**src/rtl/p_mul_unit.sv**
```systemverilog
// rtl/p_mul_unit.sv - packed SIMD multiplier (2x16 or 4x8 lanes), one lane per cycle
module p_mul_unit (
    input  logic        clk,
    input  logic        reset,
    input  logic        start_e,
    input  logic [5:0]  alu_control_e,
    input  logic [31:0] src_a_e,
    input  logic [31:0] src_b_e,
    input  logic        flush_e,
    output logic        stall_mul_e,
    output logic        done_e,
    output logic [31:0] result_lo_e,
    output logic [31:0] result_hi_e
);
    localparam logic [5:0] SMUL16 = 6'b100010;
    localparam logic [5:0] UMUL16 = 6'b100011;
    localparam logic [5:0] SMUL8  = 6'b100100;
    localparam logic [5:0] UMUL8  = 6'b100101;

    typedef enum logic [1:0] {IDLE, CALC, DONE} state_t;

    state_t      state, state_next;
    logic [1:0]  cnt;
    logic [31:0] a_q, b_q;
    logic [5:0]  code_q;
    logic [63:0] prod;

    logic        is_mul, accept, is16_q, sgn_q, last_lane;
    logic [15:0] a16, b16;
    logic [7:0]  a8, b8;
    logic [31:0] ea16, eb16, p16;
    logic [15:0] ea8, eb8, p8;

    assign is_mul = (alu_control_e == SMUL16) || (alu_control_e == UMUL16) ||
                    (alu_control_e == SMUL8)  || (alu_control_e == UMUL8);
    assign accept = (state == IDLE) && start_e && is_mul && !flush_e;

    assign is16_q    = (code_q == SMUL16) || (code_q == UMUL16);
    assign sgn_q     = (code_q == SMUL16) || (code_q == SMUL8);
    assign last_lane = is16_q ? (cnt == 2'd1) : (cnt == 2'd3);

    // Products are taken modulo the lane width, so extending to that width
    // before an unsigned multiply gives the correct signed result too.
    assign a16  = cnt[0] ? a_q[31:16] : a_q[15:0];
    assign b16  = cnt[0] ? b_q[31:16] : b_q[15:0];
    assign ea16 = {{16{sgn_q & a16[15]}}, a16};
    assign eb16 = {{16{sgn_q & b16[15]}}, b16};
    assign p16  = ea16 * eb16;

    assign a8  = a_q[{cnt, 3'b000} +: 8];
    assign b8  = b_q[{cnt, 3'b000} +: 8];
    assign ea8 = {{8{sgn_q & a8[7]}}, a8};
    assign eb8 = {{8{sgn_q & b8[7]}}, b8};
    assign p8  = ea8 * eb8;

    always_comb begin
        state_next = state;
        case (state)
            IDLE:    if (accept) state_next = CALC;
            CALC:    if (last_lane) state_next = DONE;
            DONE:    state_next = IDLE;
            default: state_next = IDLE;
        endcase
        if (flush_e) state_next = IDLE;
    end

    assign stall_mul_e = !reset && (accept || ((state == CALC) && !flush_e));
    assign done_e      = !reset && !flush_e && (state == DONE);
    assign result_lo_e = prod[31:0];
    assign result_hi_e = prod[63:32];

    always_ff @(posedge clk) begin
        if (reset) begin
            state  <= IDLE;
            cnt    <= 2'd0;
            a_q    <= 32'd0;
            b_q    <= 32'd0;
            code_q <= 6'd0;
            prod   <= 64'd0;
        end else begin
            state <= state_next;
            if (accept) begin
                a_q    <= src_a_e;
                b_q    <= src_b_e;
                code_q <= alu_control_e;
                cnt    <= 2'd0;
                prod   <= 64'd0;
            end else if ((state == CALC) && !flush_e) begin
                if (is16_q) prod[{cnt[0], 5'b00000} +: 32] <= p16;
                else        prod[{cnt, 4'b0000} +: 16]     <= p8;
                cnt <= cnt + 2'd1;
            end
        end
    end
endmodule
```
**config.mk**
```make
export PLATFORM = sky130hd
export DESIGN_NAME = p_mul_unit
export DESIGN_NICKNAME = d
export VERILOG_FILES = /design/src/rtl/p_mul_unit.sv
export SDC_FILE = /design/constraint.sdc
export NUM_CORES = 1
export LEC_CHECK = 0
export BUFFER_PORTS_ARGS = -buffer_cell sky130_fd_sc_hd__buf_2
export CAP_MARGIN = 20
export CORE_UTILIZATION = 40
export DETAILED_ROUTE_END_ITERATION = 7
export PLACE_DENSITY = 0.55
export SLEW_MARGIN = 15
export SYNTH_ARGS = -nofsm -noshare
export SYNTH_HDL_FRONTEND = slang
export SYNTH_SLANG_ARGS = --single-unit
```
**constraint.sdc**
```tcl
create_clock -name clk -period 15.28 [get_ports clk]
set_input_delay 1.528 -clock clk [delete_from_list [all_inputs] [get_ports clk]]
set_output_delay 1.528 -clock clk [all_outputs]
set_load 0.03 [all_outputs]
```
==> results.json <==
{
  "syn_area_per_cell_um2": 8.769,
  "netlist_area_mm2": 0.01931,
  "clk_latency_ns": 0.46,
  "ios": 140,
  "drive_gt1_frac": 0.1158,
  "met3_usage": 0.04174,
  "path_class": "flip-flop to flip-flop",
  "dieHeight_um": 221.7,
  "syn-num-nets": 2740,
  "hp-class": "flip-flop to flip-flop",
  "setup_violations": 0,
  "fin_nets": 2840,
  "finalCriticalPeriod_ns": 7.962,
  "grt-busiest-layer": "met2",
  "fin_crit_sh": 0.5211,
  "met2_usage": 0.4293,
  "synth_area_leader_cell": "fa_1",
  "antenna_found_initial": 1,
  "track_usage": 0.2498,
  "cts_tree": "done",
  "clock.fmax_mhz": 125.6,
  "grt-ovfl-total": 0,
  "gp_congestion": 0.9027,
  "yosysSeqAreaShare": 0.1431,
  "crit_path_end_kind": "flip-flop",
  "required_ns": 15.66,
  "status": "finished clean",
  "crit_start": "cnt[0]",
  "start_util": 0.4053,
  "hold_viol_final": 0,
  "worst_pin_slew_ns": 1.071,
  "cp.arrival_ns": 8.34,
  "yosys-top-cells-area": "fa_1 (36%), dfxtp_1 (14%), ha_1 (7.7%)",
  "drc": 0,
  "p_per_area_mw_per_mm2": 38.10,
  "port_buffers": 139,
  "synth.ff_latch_count": 138,
  "cp_max_fo": 59,
  "leakagePower_nw": 9.199,
  "synth_cell_types": 77,
  "grt_pass1_wl_um": 93860,
  "drtAntennaViolNets": 0,
  "hp-start": "code_q[4]",
  "cts_setup_buffers": 0,
  "htree_levels": 4,
  "wirelength_um": 58270,
  "drv_slew": 0,
  "irDropWorstVdd_v": 0.00005317,
  "synth_most_common_cell": "inv_1",
  "cts_resized": 0,
  "syn_inst": 2202,
  "drt_iter0_drc": 1119,
  "diodes": 0,
  "ys.flop_type": "dfxtp_1",
  "numCtsBuffers": 17,
  "ctsHoldBuffers": 0,
  "async_flop_share": 0,
  "synth_warnings": 0,
  "dieArea_mm2": 0.04916,
  "rsz0062_at_grt": "no",
  "synth_top_cells_by_count": "inv_1 (379), fa_1 (345), nand2_1 (325), nor2_1 (228), dfxtp_1 (138)",
  "reg2reg_from": "cnt[0]",
  "fp.coreArea_mm2": 0.04765,
  "synth_edf_count": 0,
  "p_total_mw": 0.8082,
  "relSlewSlack": 0.2857,
  "placementRows": 80,
  "die_w_um": 221.7,
  "cts_root_buf": "clkbuf_16",
  "maxCapViolations": 0,
  "wl_per_cell_um": 19.89,
  "clk_pin_slew_ns": 0.07,
  "use_met1": 0.3199,
  "tns_ns": 0,
  "vias_per_cell": 5.359,
  "area_growth_pct": 9.862,
  "dr.pass1.iters": 7,
  "cts_num_sinks": 138,
  "synth_top_area_share": 0.3577,
  "route.vias.total": 15700,
  "dp_hpwl_um": 47710,
  "critPathLaunchType": "flip-flop",
  "grt_pass1_vias": 16660,
  "clock_path_buffers": 2,
  "skew_ns": 0.01232,
  "utilization": 0.4452,
  "grt_max_degree": 74
}
## cell families after synthesis
group / after synthesis / synth area share
xor+xnor: 58 / 0.02631
compound gates: 333 / 0.1073
mux: 67 / 0.04665
simple gates: 672 / 0.1475
fa+ha+maj: 464 / 0.4348
flops: 138 / 0.1431
buf+inv: 470 / 0.09434
## layer usage
metal	share of wire	up-vias	wire [um]
li1	-	7144	-
met5	0	-	0
met2	0.49	451	28680
met4	0.028	0	1640
met1	0.42	8016	24390
met3	0.061	91	3552
## final timing paths
| path | cells after the start | to | slack (ns) |
|---|---|---|---|
| setup / recovery | 19 | prod[28] | 7.32 |
| hold / removal | 1 | code_q[4] | 0.46 |
| setup reg to reg | 19 | prod[28] | 7.32 |
| hold reg to reg | 1 | code_q[4] | 0.46 |
## registers in the layout, indices dropped and copies added, names as in the netlist
register / flops
cnt: 2
code_q: 6
b_q: 32
prod: 64
a_q: 32
state: 2
## critical path: stages (launching register included)
cell     delay (ns)
dfxtp_4        0.59
buf_4          0.75
mux2_2         0.59
nand2_1        0.21
fa_1           0.56
fa_1           0.80
inv_1          0.16
fa_1           0.48
fa_1           0.56
fa_1           0.43
fa_1           0.46
ha_1           0.40
and4_4         0.28
nand3_1        0.08
nor2_1         0.16
or4b_4         0.49
a31oi_1        0.15
nor2_1         0.06
or4_4          0.43
o22ai_2        0.14
## power breakdown
| group | switching, mW | total, mW | internal [mW] |
|---|---|---|---|
| Combinational | 0.0206 | 0.0323 | 0.0117 |
| Clock | 0.173 | 0.413 | 0.240 |
| Sequential | 0.00211 | 0.363 | 0.361 |
| Total | 0.196 | 0.808 | 0.613 |
## cell type report
cell class              count  area, um2
clock buffers              18      429.2
clock inverters            14      148.9
repair buffers            172      943.4
well taps                 615      769.5
inverters                 379       1423
fillers                  4743      26430
multi-input cells        1594      14730
flip-flops and latches    138       2766
## cells in the final DEF (no fill, tap or decap), types with 7 or more instances in the layout
| cell | instances |
|---|---|
| a211oi_1 | 32 |
| nor2_1 | 228 |
| xor2_1 | 11 |
| a21oi_1 | 133 |
| nand2b_1 | 8 |
| a21o_1 | 12 |
| o21a_1 | 7 |
| o21bai_1 | 7 |
| buf_2 | 139 |
| nand2_1 | 325 |
| mux4_2 | 16 |
| a22oi_1 | 27 |
| a221oi_1 | 9 |
| and2_1 | 36 |
| o21ai_1 | 22 |
| dfxtp_1 | 137 |
| and3_1 | 11 |
| fa_1 | 345 |
| xnor2_1 | 47 |
| ha_1 | 119 |
| clkbuf_16 | 17 |
| nor3_1 | 14 |
| o21ai_0 | 36 |
| buf_4 | 33 |
| inv_1 | 379 |
| mux2i_1 | 27 |
| mux2_2 | 24 |
## per-stage QoR
stage	instances	cell area (um2)	setup WS [ns]	hold slack, ns
6_report	2930	21210	7.318	0.4598
3_5_place_dp	2898	20640	7.419	0.4421
4_1_cts	2930	21210	7.372	0.4607
3_3_place_gp	2898	20640	7.511	0.4374
2_1_floorplan	2202	19310	8.037	0.4227
5_1_grt	2930	21210	6.866	0.4733
No activity file was read; power rests on OpenSTA's default activity.
